`src/rtl/ctc_counter_timer_if.sv`:
```
// I/O bus port of the two-channel counter/timer: chip-select, strobes,
// register offset, write data and the combinational read data.
interface ctc_counter_timer_if;
    logic        CTC_ctrl;
    logic        IO_read;
    logic        IO_write;
    logic [3:0]  Address;
    logic [15:0] Write_data;
    logic [15:0] Read_data;

    modport master (
        output CTC_ctrl, IO_read, IO_write, Address, Write_data,
        input  Read_data
    );

    modport slave (
        input  CTC_ctrl, IO_read, IO_write, Address, Write_data,
        output Read_data
    );
endinterface

```
`src/rtl/ctc_counter_timer.sv`:
```
// Two-channel 16-bit counter/timer with sticky done flags and terminal-count pulses.
// Define CTC_COUNTER_MODE_EN to support external-pulse counter mode on pulse0/pulse1.
module ctc_counter_timer (
    input  logic                  clock,
    input  logic                  reset,
    ctc_counter_timer_if.slave    bus,
    input  logic                  pulse0,
    input  logic                  pulse1,
    output logic                  ctc_out0,
    output logic                  ctc_out1
);

    typedef enum logic {ST_IDLE = 1'b0, ST_RUN = 1'b1} state_t;

    logic             wr_en;
    logic             rd_en;
    logic [1:0]       pulse_in;
    logic [1:0]       rise;
    logic             ctr_wdata;
    logic [1:0][15:0] status_w;
    logic [1:0][15:0] count_w;
    logic [1:0]       out_w;
    logic             unused_addr;

    assign wr_en       = bus.CTC_ctrl & bus.IO_write;
    assign rd_en       = bus.CTC_ctrl & bus.IO_read;
    assign pulse_in    = {pulse1, pulse0};
    assign unused_addr = bus.Address[3] ^ bus.Address[0];

`ifdef CTC_COUNTER_MODE_EN
    logic [1:0] sync_p0, sync_p1, hist_p2, rise_p3;

    // Two-flop synchronizer, history flop, then a registered one-cycle rise pulse.
    always_ff @(posedge clock or posedge reset) begin
        if (reset) begin
            sync_p0 <= '0;
            sync_p1 <= '0;
            hist_p2 <= '0;
            rise_p3 <= '0;
        end else begin
            sync_p0 <= pulse_in;
            sync_p1 <= sync_p0;
            hist_p2 <= sync_p1;
            rise_p3 <= sync_p1 & ~hist_p2;
        end
    end

    assign rise      = rise_p3;
    assign ctr_wdata = bus.Write_data[0];
`else
    logic unused_pulse;

    assign unused_pulse = ^pulse_in;
    assign rise         = 2'b00;
    assign ctr_wdata    = 1'b0;
`endif

    for (genvar c = 0; c < 2; c++) begin : g_ch
        state_t      state_q, state_d;
        logic [15:0] count_q, count_d, init_q;
        logic        ctr_q, rpt_q, done_q, done_d, out_q;
        logic        sel_ch, mode_wr, init_wr, status_rd, tick, terminal;

        assign sel_ch    = (bus.Address[1] == 1'(c));
        assign mode_wr   = wr_en & sel_ch & ~bus.Address[2];
        assign init_wr   = wr_en & sel_ch &  bus.Address[2];
        assign status_rd = rd_en & sel_ch & ~bus.Address[2];
        assign tick      = (state_q == ST_RUN) & (ctr_q ? rise[c] : 1'b1);
        // A register write to this channel swallows a coincident terminal event.
        assign terminal  = tick & (count_q == 16'd1) & ~(mode_wr | init_wr);

        always_comb begin
            state_d = state_q;
            count_d = count_q;
            done_d  = done_q;
            if (status_rd) done_d = 1'b0;
            if (mode_wr) begin
                state_d = ST_IDLE;
                done_d  = 1'b0;
            end else if (init_wr) begin
                count_d = bus.Write_data;
                state_d = (bus.Write_data != 16'd0) ? ST_RUN : ST_IDLE;
            end else if (tick) begin
                if (count_q == 16'd1) begin
                    done_d = 1'b1;
                    if (rpt_q) begin
                        count_d = init_q;
                    end else begin
                        count_d = 16'd0;
                        state_d = ST_IDLE;
                    end
                end else begin
                    count_d = count_q - 16'd1;
                end
            end
        end

        always_ff @(posedge clock or posedge reset) begin
            if (reset) begin
                state_q <= ST_IDLE;
                count_q <= 16'd0;
                init_q  <= 16'd0;
                ctr_q   <= 1'b0;
                rpt_q   <= 1'b0;
                done_q  <= 1'b0;
                out_q   <= 1'b0;
            end else begin
                state_q <= state_d;
                count_q <= count_d;
                done_q  <= done_d;
                out_q   <= terminal;
                if (mode_wr) begin
                    ctr_q <= ctr_wdata;
                    rpt_q <= bus.Write_data[1];
                end
                if (init_wr) init_q <= bus.Write_data;
            end
        end

        assign status_w[c] = {14'd0, (state_q == ST_RUN), done_q};
        assign count_w[c]  = count_q;
        assign out_w[c]    = out_q;
    end

    always_comb begin
        bus.Read_data = 16'h0000;
        if (rd_en) begin
            case (bus.Address[2:1])
                2'b00:   bus.Read_data = status_w[0];
                2'b01:   bus.Read_data = status_w[1];
                2'b10:   bus.Read_data = count_w[0];
                default: bus.Read_data = count_w[1];
            endcase
        end
    end

    assign ctc_out0 = out_w[0];
    assign ctc_out1 = out_w[1];

endmodule

```
`src/flat_wrapper.sv`:
```
// flat-port wrapper written by rule: the top's interface ports become plain ports
module ctc_counter_timer_flat 
  (clock, reset, pulse0, pulse1, ctc_out0, ctc_out1, bus_CTC_ctrl, bus_IO_read, bus_IO_write, bus_Address, bus_Write_data, bus_Read_data);
  ctc_counter_timer_if bus_i ();
  input  logic clock;
  input  logic reset;
  input  logic pulse0;
  input  logic pulse1;
  output logic ctc_out0;
  output logic ctc_out1;
  input wire logic [$bits(bus_i.CTC_ctrl)-1:0] bus_CTC_ctrl;
  input wire logic [$bits(bus_i.IO_read)-1:0] bus_IO_read;
  input wire logic [$bits(bus_i.IO_write)-1:0] bus_IO_write;
  input wire logic [$bits(bus_i.Address)-1:0] bus_Address;
  input wire logic [$bits(bus_i.Write_data)-1:0] bus_Write_data;
  output wire logic [$bits(bus_i.Read_data)-1:0] bus_Read_data;
  assign bus_i.CTC_ctrl = bus_CTC_ctrl;
  assign bus_i.IO_read = bus_IO_read;
  assign bus_i.IO_write = bus_IO_write;
  assign bus_i.Address = bus_Address;
  assign bus_i.Write_data = bus_Write_data;
  assign bus_Read_data = bus_i.Read_data;
  ctc_counter_timer u_core (.clock(clock), .reset(reset), .bus(bus_i), .pulse0(pulse0), .pulse1(pulse1), .ctc_out0(ctc_out0), .ctc_out1(ctc_out1));
endmodule
```
`config.mk`:
```
export PLATFORM = sky130hd
export DESIGN_NAME = ctc_counter_timer_flat
export DESIGN_NICKNAME = d
export VERILOG_FILES = /design/src/rtl/ctc_counter_timer_if.sv /design/src/rtl/ctc_counter_timer.sv /design/src/flat_wrapper.sv
export SDC_FILE = /design/constraint.sdc
export NUM_CORES = 1
export LEC_CHECK = 0
export BUFFER_PORTS_ARGS = -buffer_cell sky130_fd_sc_hd__buf_2
export CELL_PAD_IN_SITES_DETAIL_PLACEMENT = 1
export CELL_PAD_IN_SITES_GLOBAL_PLACEMENT = 2
export CORE_MARGIN = 1.5
export CORE_UTILIZATION = 32
export DETAILED_ROUTE_END_ITERATION = 10
export HOLD_SLACK_MARGIN = 0.08
export PLACE_DENSITY_LB_ADDON = 0.08
export SYNTH_ARGS = -nofsm -noshare
export SYNTH_HDL_FRONTEND = slang
export SYNTH_SLANG_ARGS = --single-unit
```
`constraint.sdc`:
```
create_clock -name clock -period 2.4 [get_ports clock]
set_input_delay 0.48 -clock clock [delete_from_list [all_inputs] [get_ports clock]]
set_output_delay 0.48 -clock clock [all_outputs]
set_load 0.01 [all_outputs]
```
==> flow_metrics.py, run 1 <==
metrics = {
    "yosys": {
        "ys_warn_count": 0,
        "ys.flop_type": "dfrtp_1",
        "synth_nets": 540,
        "post_synth.cell_area_avg_um2": 8.40,
        "synth_edf_count": 0,
        "netlist_instances": 509,
        "async_flop_share_pct": 100,
        "yosysUniqueCellTypes": 60,
        "yosysSeqAreaShare_pct": 42.2,
        "syn_area_um2": 4270,
        "ys_ff_latch": 72,
    },
    "setup_path": {
        "crit_path_max_fanout": 5,
        "start_kind": "flop",
        "critical_path_class": "flop to output pin",
        "worstPathRequired_ps": 1920,
        "crit_arrival_ps": 1690,
        "worst_setup_path_end_kind": "output pin",
    },
    "global_routing": {
        "grt_pass1_vias": 4072,
        "track_usage_pct": 23.0,
        "grt_pass1_wl_um": 24500,
        "antenna_found_initial": 0,
        "grt_start_max_net_pins": 55,
        "overflow": 0,
    },
    "cells_and_area": {
        "diodes": 0,
        "nNetsFinal": 595,
        "final_cell_area_um2": 5100,
        "final_common_cell": "nand2_1",
        "syn_to_final_growth_pct": 19.4,
        "final_cell_mix": "nand2_1 (132), dfrtp_1 (72), buf_2 (40), buf_4 (37), nor2_1 (36)",
        "drive_gt1_share_pct": 18.3,
    },
    "die": {
        "core.rowCount": 42,
        "die_y_um": 119,
        "dieArea_um2": 14100,
        "core_area_um2": 13100,
        "start_util_pct": 32.5,
        "fp.dieW_um": 119,
        "pin_count": 45,
    },
    "power": {
        "ir_worst_vdd_mv": 0.393,
        "power_leakage_nw": 2.35,
        "powerDensity_nw_per_um2": 945,
    },
    "sta": {
        "fin_crit_ps": 2170,
        "clock.fmax_mhz": 461,
        "max_slew_margin_pct": 61.6,
        "slew_violations": 0,
        "worstMarginPinSlew_ps": 575,
        "finalClockSkew_ps": 6.55,
        "finalHoldViolations": 0,
        "tns_ps": 0,
        "rsz0062_at_grt": "false",
        "setup_viol": 0,
        "period_share_pct": 90.4,
    },
    "placed_design": {
        "place_area_um2": 4850,
        "port_buffers": 40,
        "hpwl_um": 11500,
        "place_congestion": 0.863,
    },
    "clocking": {
        "post-cts-setup-buffers": 0,
        "clk_pin_slew_ps": 60,
        "cts-resized-gates": 0,
        "cts_buffers": 9,
        "cts.sinks": 72,
        "tritoncts": "yes",
        "htree_levels": 3,
        "ctsHoldBuffers": 0,
        "clock_latency_ps": 340,
        "clock_path_buffers": 2,
        "cts-root-buf": "clkbuf_16",
    },
    "routing": {
        "drc": 0,
        "first_pass_iters": 4,
        "drt-wirelength-per-cell_um": 20.5,
        "via_count": 4010,
        "totalWireLength_um": 15200,
        "antenna_left": 0,
        "initialDrtViolationCount": 190,
        "viasPerCell": 5.40,
    },
    "job": {
        "drv_cap": 0,
    },
    "worst_hold_path": {
        "min_path_type": "primary input to asynchronous set/reset pin",
    },
    "run_status": {
        "outcome": "finished clean",
    },
}
==> layer usage <==
layer	routed length (um)	up-vias	track usage [%]
li1	-	1913	-
met1	7600	1982	33.9
met2	6610	98	33.8
met3	735	17	3.86
met4	290	0	8.06
met5	0	-	0
==> cells in the mapped netlist, types with 2 or more instances <==
cell	instances	area share [%]
mux2i_1	16	3.7
nand2_1	132	12
a22oi_1	4	0.70
and4_1	3	0.61
buf_2	5	0.59
o221ai_1	3	0.61
nor2_1	36	3.2
nor3_1	15	1.8
xor2_1	7	1.4
a21o_1	3	0.53
a21boi_0	3	0.53
o31ai_1	2	0.35
nor4_4	2	1.0
a211o_1	2	0.41
a21oi_1	15	1.8
buf_1	3	0.26
dfrtp_1	72	42
ha_1	4	1.2
nand4_1	9	1.3
or4_1	2	0.35
mux4_2	2	1.1
a31oi_1	7	1.0
o22ai_1	3	0.44
a221o_1	2	0.47
xnor2_1	9	1.8
or2_2	2	0.29
o21a_1	2	0.35
nor4_1	14	2.0
or3_1	2	0.29
o211ai_1	11	1.9
and3_1	5	0.73
a221oi_1	2	0.41
nand4b_1	4	0.82
o21ai_0	24	2.8
nor4b_1	2	0.41
mux2_2	4	1.1
clkbuf_1	24	2.1
and2_1	3	0.44
nand3_1	14	1.6
inv_1	12	1.1
nor3b_1	4	0.70
==> logic make-up after synthesis <==
logic type	count (synthesis)	share of synthesized area, %
simple gates	255	28.5
mux	22	5.85
buf+inv	46	4.45
fa+ha+maj	4	1.17
flops	72	42.2
xor+xnor	16	3.28
compound gates	94	14.5
==> power breakdown <==
group,total (mW),switching (mW),internal (mW)
clock network,1.20,0.489,0.715
logic,1.60,0.862,0.739
registers,2.02,0.495,1.52
==> cell type report <==
type	instances	area, um2
flip-flops and latches	72	1800
clock inverters	1	5.00
repair buffers	78	498
multi-input cells	391	2280
well taps	176	220
fillers	1574	8040
clock buffers	13	250
inverters	12	45.0
==> flip-flops by register name, indices dropped and copies added (netlist names) <==
register             cells
u_core.ctc_out1          1
u_core.g_ch.rpt_q        2
u_core.g_ch.state_q      2
u_core.g_ch.done_q       2
u_core.g_ch.count_q     32
u_core.ctc_out0          1
u_core.g_ch.init_q      32
==> metrics by stage <==
stage	setup slack (ps)	hold slack, ps	cells	utilization (%)	power (mW)
final	230	148	743	38.8	4.82
after CTS	206	158	743	38.8	4.88
after detailed placement	274	456	729	36.9	3.63
after global routing	82.5	179	743	38.8	5.17
after floorplan	95.1	425	509	-	2.99
after global placement	308	448	729	36.9	3.58
==> worst max-delay path, stage by stage (launching register included) <==
cell and delay [ps]:
dfrtp_1 390, buf_4 170, mux4_2 460, and3_1 190
buf_2 140
==> worst paths after layout <==
check	from	to	slack, ps	cells after the start
max	u_core.g_ch[1].count_q[0]	bus_Read_data[0]	230	4
max reg2reg	u_core.g_ch[0].count_q[1]	u_core.g_ch[0].count_q[13]	300	8
min reg2reg	u_core.g_ch[0].init_q[10]	u_core.g_ch[0].init_q[10]	470	2
min	reset	u_core.g_ch[0].init_q[12]	150	2
max in group asynchronous	reset	u_core.g_ch[0].count_q[1]	1560	3
min in group clock	bus_Write_data[13]	u_core.g_ch[0].init_q[13]	420	3
No activity file was read; power rests on OpenSTA's default activity.
==> run 2, diff against run 1 <==
Settings changed: BUFFER_PORTS_ARGS -buffer_cell sky130_fd_sc_hd__buf_2 to -buffer_cell sky130_fd_sc_hd__clkbuf_2, CORE_MARGIN 1.5 to 5, GPL_ROUTABILITY_DRIVEN set to 0.
==> run 2 against run 1 <==
  * Combinational power about the same
  * Critical path type unchanged
  * Register-to-register slack about the same
  * Critical endpoint unchanged
  * Die area increased by 12%
  * Global-route usage down 2.5 points
  * Flip-flop and latch count stayed put
  * Wire length up 1.8%
  * First-iteration DRC count grew 23%
==> flow_metrics.py, run 2 (same netlist as run 1, synthesis figures left out) <==
metrics = {
    "routing": {
        "dr.max_layer_used": "met4",
        "initialDrtViolationCount": 234,
        "first_pass_iters": 4,
        "wl_met2_um": 6620,
        "drt-wirelength-per-cell_um": 20.8,
        "viasPerCell": 5.41,
        "totalWireLength_um": 15500,
        "drc": 0,
        "wl_met1_um": 7810,
        "wl_met3_um": 804,
        "antenna_left": 0,
        "via_count": 4027,
    },
    "setup_path": {
        "worst_setup_path_end_kind": "output pin",
        "critical_path_class": "flop to output pin",
        "crit_path_max_fanout": 5,
        "start_kind": "flop",
        "crit_arrival_ps": 1670,
        "worstPathRequired_ps": 1920,
    },
    "cells_and_area": {
        "diodes": 0,
        "nNetsFinal": 597,
        "final_cells": 745,
        "final_common_cell": "nand2_1",
        "top_regs": "u_core.g_ch.count_q x32, u_core.g_ch.init_q x32",
        "utilization_pct": 38.9,
        "final_cell_mix": "nand2_1 (132), dfrtp_1 (72), clkbuf_2 (40), buf_4 (39), nor2_1 (36)",
        "syn_to_final_growth_pct": 19.9,
        "final_cell_area_um2": 5130,
        "drive_gt1_share_pct": 18.6,
        "num-fill-cells": 1596,
    },
    "clocking": {
        "cts-root-buf": "clkbuf_16",
        "tritoncts": "yes",
        "clock_latency_ps": 340,
        "clock_path_buffers": 2,
        "clk_pin_slew_ps": 60,
        "cts_buffers": 9,
        "cts.sinks": 72,
        "htree_levels": 3,
    },
    "sta": {
        "max_slew_margin_pct": 63.9,
        "period_share_pct": 89.6,
        "layout_setup_ws_ps": 251,
        "clock.fmax_mhz": 465,
        "slew_violations": 0,
        "rsz0062_at_grt": "false",
        "worstMarginPinSlew_ps": 539,
        "finalHoldViolations": 0,
        "whs_ps": 127,
        "finalClockSkew_ps": 5.40,
        "setup_viol": 0,
        "tns_ps": 0,
        "fin_crit_ps": 2150,
    },
    "job": {
        "drv_cap": 0,
    },
    "run_status": {
        "outcome": "finished clean",
    },
    "die": {
        "start_util_pct": 32.4,
        "core.rowCount": 42,
        "core_area_um2": 13200,
        "dieArea_um2": 15800,
        "pin_count": 45,
        "die_y_um": 126,
        "fp.dieW_um": 126,
    },
    "global_routing": {
        "grt_start_max_net_pins": 48,
        "track_usage_pct": 20.5,
        "antenna_found_initial": 0,
        "grt_pass1_wl_um": 25200,
        "grt_pass1_vias": 4298,
        "overflow": 0,
    },
    "power": {
        "total_power_mw": 4.87,
        "power_leakage_nw": 2.35,
        "p_sw_mw": 1.89,
        "pwr-share-clk_pct": 25.1,
        "seqPwrFrac_pct": 41.9,
        "internal_power_mw": 2.98,
        "ir_worst_vdd_mv": 0.295,
        "p_comb_share_pct": 33.0,
        "p_sw_share_pct": 38.8,
        "powerDensity_nw_per_um2": 949,
    },
    "placed_design": {
        "place_inst": 731,
        "place_ws_ps": 188,
        "port_buffers": 40,
        "hpwl_um": 11800,
        "place_area_um2": 4860,
    },
    "worst_hold_path": {
        "min_path_type": "primary input to asynchronous set/reset pin",
    },
}
run 2: worst max-delay path, cell delays in order (launching register included):
cell and delay, ps:
dfrtp_1 380, buf_4 160, mux4_2 470, and3_1 190, clkbuf_2 120
run 2: power groups by stage:
stage	logic (mW)	clock network, mW	registers [mW]
6_report	1.61	1.22	2.04
4_1_cts	1.61	1.26	2.03
3_5_place_dp	1.60	0	2.05
3_3_place_gp	1.55	0	2.03
2_1_floorplan	1.25	0	1.73
5_1_grt	1.80	1.30	2.09
run 2: timing repair:
item                                    CTS  global route
hold buffers                              0             0
endpoints found under the setup margin    0             5
resized for setup                         0             1
buffers inserted                          0             0
run 2: final cells by class:
class                      count  area [um2]  area share (%)
clock buffer                  13         250            4.88
clock inverter                 1        5.00          0.0976
inverter                      12        45.0           0.879
multi-input combinational    391        2290            44.7
sequential                    72        1800            35.1
tap                          176         220            4.30
timing repair buffer          80         513            10.0
run 2: worst paths after layout:
kind,cells after the start,start,slack (ps),endpoint
max in group asynchronous,3,reset,1630,u_core.g_ch[1].count_q[1]
min in group clock,3,bus_Write_data[2],420,u_core.g_ch[1].init_q[2]
worst max-delay path,4,u_core.g_ch[1].count_q[0],250,bus_Read_data[0]
worst min register to register,2,u_core.g_ch[0].init_q[3],470,u_core.g_ch[0].init_q[3]
worst min-delay path,2,reset,130,u_core.g_ch[0].init_q[12]
worst max register to register,7,u_core.g_ch[1].count_q[1],300,u_core.g_ch[1].count_q[9]
run 2: routing by layer:
layer,up-vias,GRT usage [%]
met5,-,0
met4,0,6.51
met3,20,3.33
met2,90,30.2
met1,2002,30.5
li1,1915,-
==> run 3, diff against run 2 <==
Settings changed: ABC_AREA set to 1, CORE_UTILIZATION 32 to 30.
==> run 3 against run 2 <==
  * Die area is 13% higher
  * Synthesized area increased by 6.8%
  * Setup slack gained 130 ps
==> flow_metrics.py, run 3 <==
metrics = {
    "placed_design": {
        "place_inst": 909,
        "port_buffers": 40,
        "hpwl_um": 12300,
    },
    "yosys": {
        "yosysUniqueCellTypes": 35,
        "ys_warn_count": 0,
        "async_flop_share_pct": 100,
        "synth_top_area_share_pct": 39.5,
        "netlist_instances": 688,
        "syn_area_um2": 4570,
        "synth.area.top_cells": "dfrtp_1 (39%), nand2_1 (16%), nor2_1 (9.9%)",
        "synth.largest_area_cell": "dfrtp_1",
        "ys_ff_latch": 72,
        "yosys-top-cells-count": "nand2_1 (195), nor2_1 (120), inv_1 (101)",
        "yosysMostFrequentCell": "nand2_1",
        "synth_edf_count": 0,
        "yosysSeqAreaShare_pct": 39.5,
        "synth_nets": 719,
        "ys.flop_type": "dfrtp_1",
        "post_synth.cell_area_avg_um2": 6.64,
    },
    "die": {
        "dieArea_um2": 17800,
        "core.rowCount": 45,
        "die_y_um": 133,
        "fp.dieW_um": 133,
        "start_util_pct": 30.3,
        "pin_count": 45,
        "core_area_um2": 15100,
    },
    "clocking": {
        "clock_latency_ps": 350,
        "post-cts-setup-buffers": 0,
        "cts_buffers": 9,
        "htree_levels": 3,
        "clk_pin_slew_ps": 60,
        "clock_path_buffers": 2,
        "cts-root-buf": "clkbuf_16",
        "cts-resized-gates": 0,
        "tritoncts": "yes",
        "cts.sinks": 72,
        "ctsHoldBuffers": 0,
    },
    "sta": {
        "tns_ps": 0,
        "period_share_pct": 84.0,
        "fin_crit_ps": 2020,
        "slew_violations": 0,
        "setup_viol": 0,
        "clock.fmax_mhz": 496,
        "finalHoldViolations": 0,
        "rsz0062_at_grt": "false",
        "worstMarginPinSlew_ps": 560,
        "finalClockSkew_ps": 7.51,
        "max_slew_margin_pct": 62.6,
    },
    "routing": {
        "initialDrtViolationCount": 157,
        "first_pass_iters": 4,
        "viasPerCell": 4.86,
        "drc": 0,
        "totalWireLength_um": 15600,
        "drt-wirelength-per-cell_um": 16.9,
        "via_count": 4484,
        "antenna_left": 0,
    },
    "run_status": {
        "outcome": "finished clean",
    },
    "global_routing": {
        "antenna_found_initial": 0,
        "grt_start_max_net_pins": 52,
        "overflow": 0,
        "track_usage_pct": 18.3,
        "grt_pass1_vias": 4704,
        "grt_pass1_wl_um": 25500,
    },
    "setup_path": {
        "r2r-end": "u_core.g_ch[0].count_q[4]",
        "crit_arrival_ps": 1540,
        "crit_path_max_fanout": 17,
        "critical_path_class": "primary input to output pin",
        "r2r-start": "u_core.g_ch[0].count_q[1]",
        "rr_worst_depth": 9,
        "crit_path_top_delay_cell": "nand2_4",
        "path_cells": "clkbuf_2 -> inv_1 -> nand2_4 -> o22ai_1 -> a21oi_1 -> o21ai_0 -> nand2_1 -> inv_1 -> clkbuf_2",
        "reg2reg_slack_ps": 480,
        "worstPathRequired_ps": 1920,
        "worst_setup_path_end_kind": "output pin",
        "start_kind": "primary input",
        "cp_slowest_stage_delay_ps": 210,
    },
    "cells_and_area": {
        "diodes": 0,
        "final_cell_mix": "nand2_1 (195), nor2_1 (120), inv_1 (100), dfrtp_1 (72), o21ai_0 (52)",
        "nNetsFinal": 763,
        "top_regs": "u_core.g_ch.count_q x32, u_core.g_ch.init_q x32",
        "multi_input_area_um2": 2270,
        "regArea_um2": 1800,
        "final_common_cell": "nand2_1",
        "drive_gt1_share_pct": 10.6,
        "final_cells": 922,
        "syn_to_final_growth_pct": 14.6,
        "num-fill-cells": 1969,
    },
    "power": {
        "ir_worst_vdd_mv": 0.359,
        "power_leakage_nw": 2.75,
        "total_power_mw": 5.21,
        "powerDensity_nw_per_um2": 995,
    },
    "job": {
        "drv_cap": 0,
    },
    "worst_hold_path": {
        "min_path_type": "primary input to asynchronous set/reset pin",
    },
}
## run 3: changes by cell type in the layout (fill, tap and decap cells not counted), sizes merged, moves of 15 or more
cell / change
buf: -32
mux2i: -16
nor4: -15
nand2: +69
nor2: +90
nor3: -15
inv: +90
nand3: +37
o21ai: +33
## run 3: cell families after synthesis
family / Yosys count / synth area share (%)
AND/OR/NAND/NOR: 392 / 36.1
buffers and inverters: 119 / 10.9
AO/OA/AOI/OAI: 95 / 11.2
flip-flops: 72 / 39.5
XOR/XNOR: 5 / 0.959
adder cells (fa/ha/maj): 4 / 1.10
multiplexers: 1 / 0.247
## run 3: worst max-delay path: cells and delay by family
family	cells	cell delay, ps
buf+inv	4	420
compound gates	3	350
simple gates	2	270
## run 3: how the worst max path moves through the flow
stage,startpoint,endpoint,slack [ps],cells after the start
floorplan,reset,u_core.ctc_out0,100,1
global placement,bus_Address[1],u_core.g_ch[0].count_q[10],280,10
detailed placement,bus_Address[1],u_core.g_ch[0].count_q[10],240,10
CTS,bus_Address[1],bus_Read_data[1],390,9
global route,u_core.g_ch[0].count_q[1],u_core.g_ch[0].count_q[4],170,8
finish,bus_Address[1],bus_Read_data[1],380,9
## run 3: layer usage
| layer | track usage, % | vias to the layer above | part of all wire (%) |
|---|---|---|---|
| li1 | - | 2241 | - |
| met1 | 23.8 | 2194 | 46 |
| met2 | 31.4 | 33 | 50 |
| met3 | 2.19 | 16 | 2.1 |
| met4 | 6.34 | 0 | 2.0 |
| met5 | 0 | - | 0 |
## run 3: per-stage QoR
stage	utilization (%)	cell area (um2)	worst slack, ps	hold WS [ps]
6_report	34.7	5230	384	97.5
5_1_grt	34.7	5230	172	130
4_1_cts	34.7	5230	387	111
3_5_place_dp	32.9	4970	243	458
3_3_place_gp	32.9	4970	279	448
2_1_floorplan	-	4570	95.1	437
## run 3: report_power, final
| group | internal (mW) | switching [mW] |
|---|---|---|
| Sequential | 1.58 | 0.337 |
| Clock | 0.738 | 0.517 |
| Combinational | 0.675 | 1.36 |
## run 3: cell type report
class | count | share of cell area (%)
well taps | 188 | 4.50
clock buffers | 12 | 4.90
repair buffers | 48 | 5.21
flip-flops and latches | 72 | 34.4
inverters | 104 | 7.53
clock inverters | 1 | 0.0957
multi-input cells | 497 | 43.3
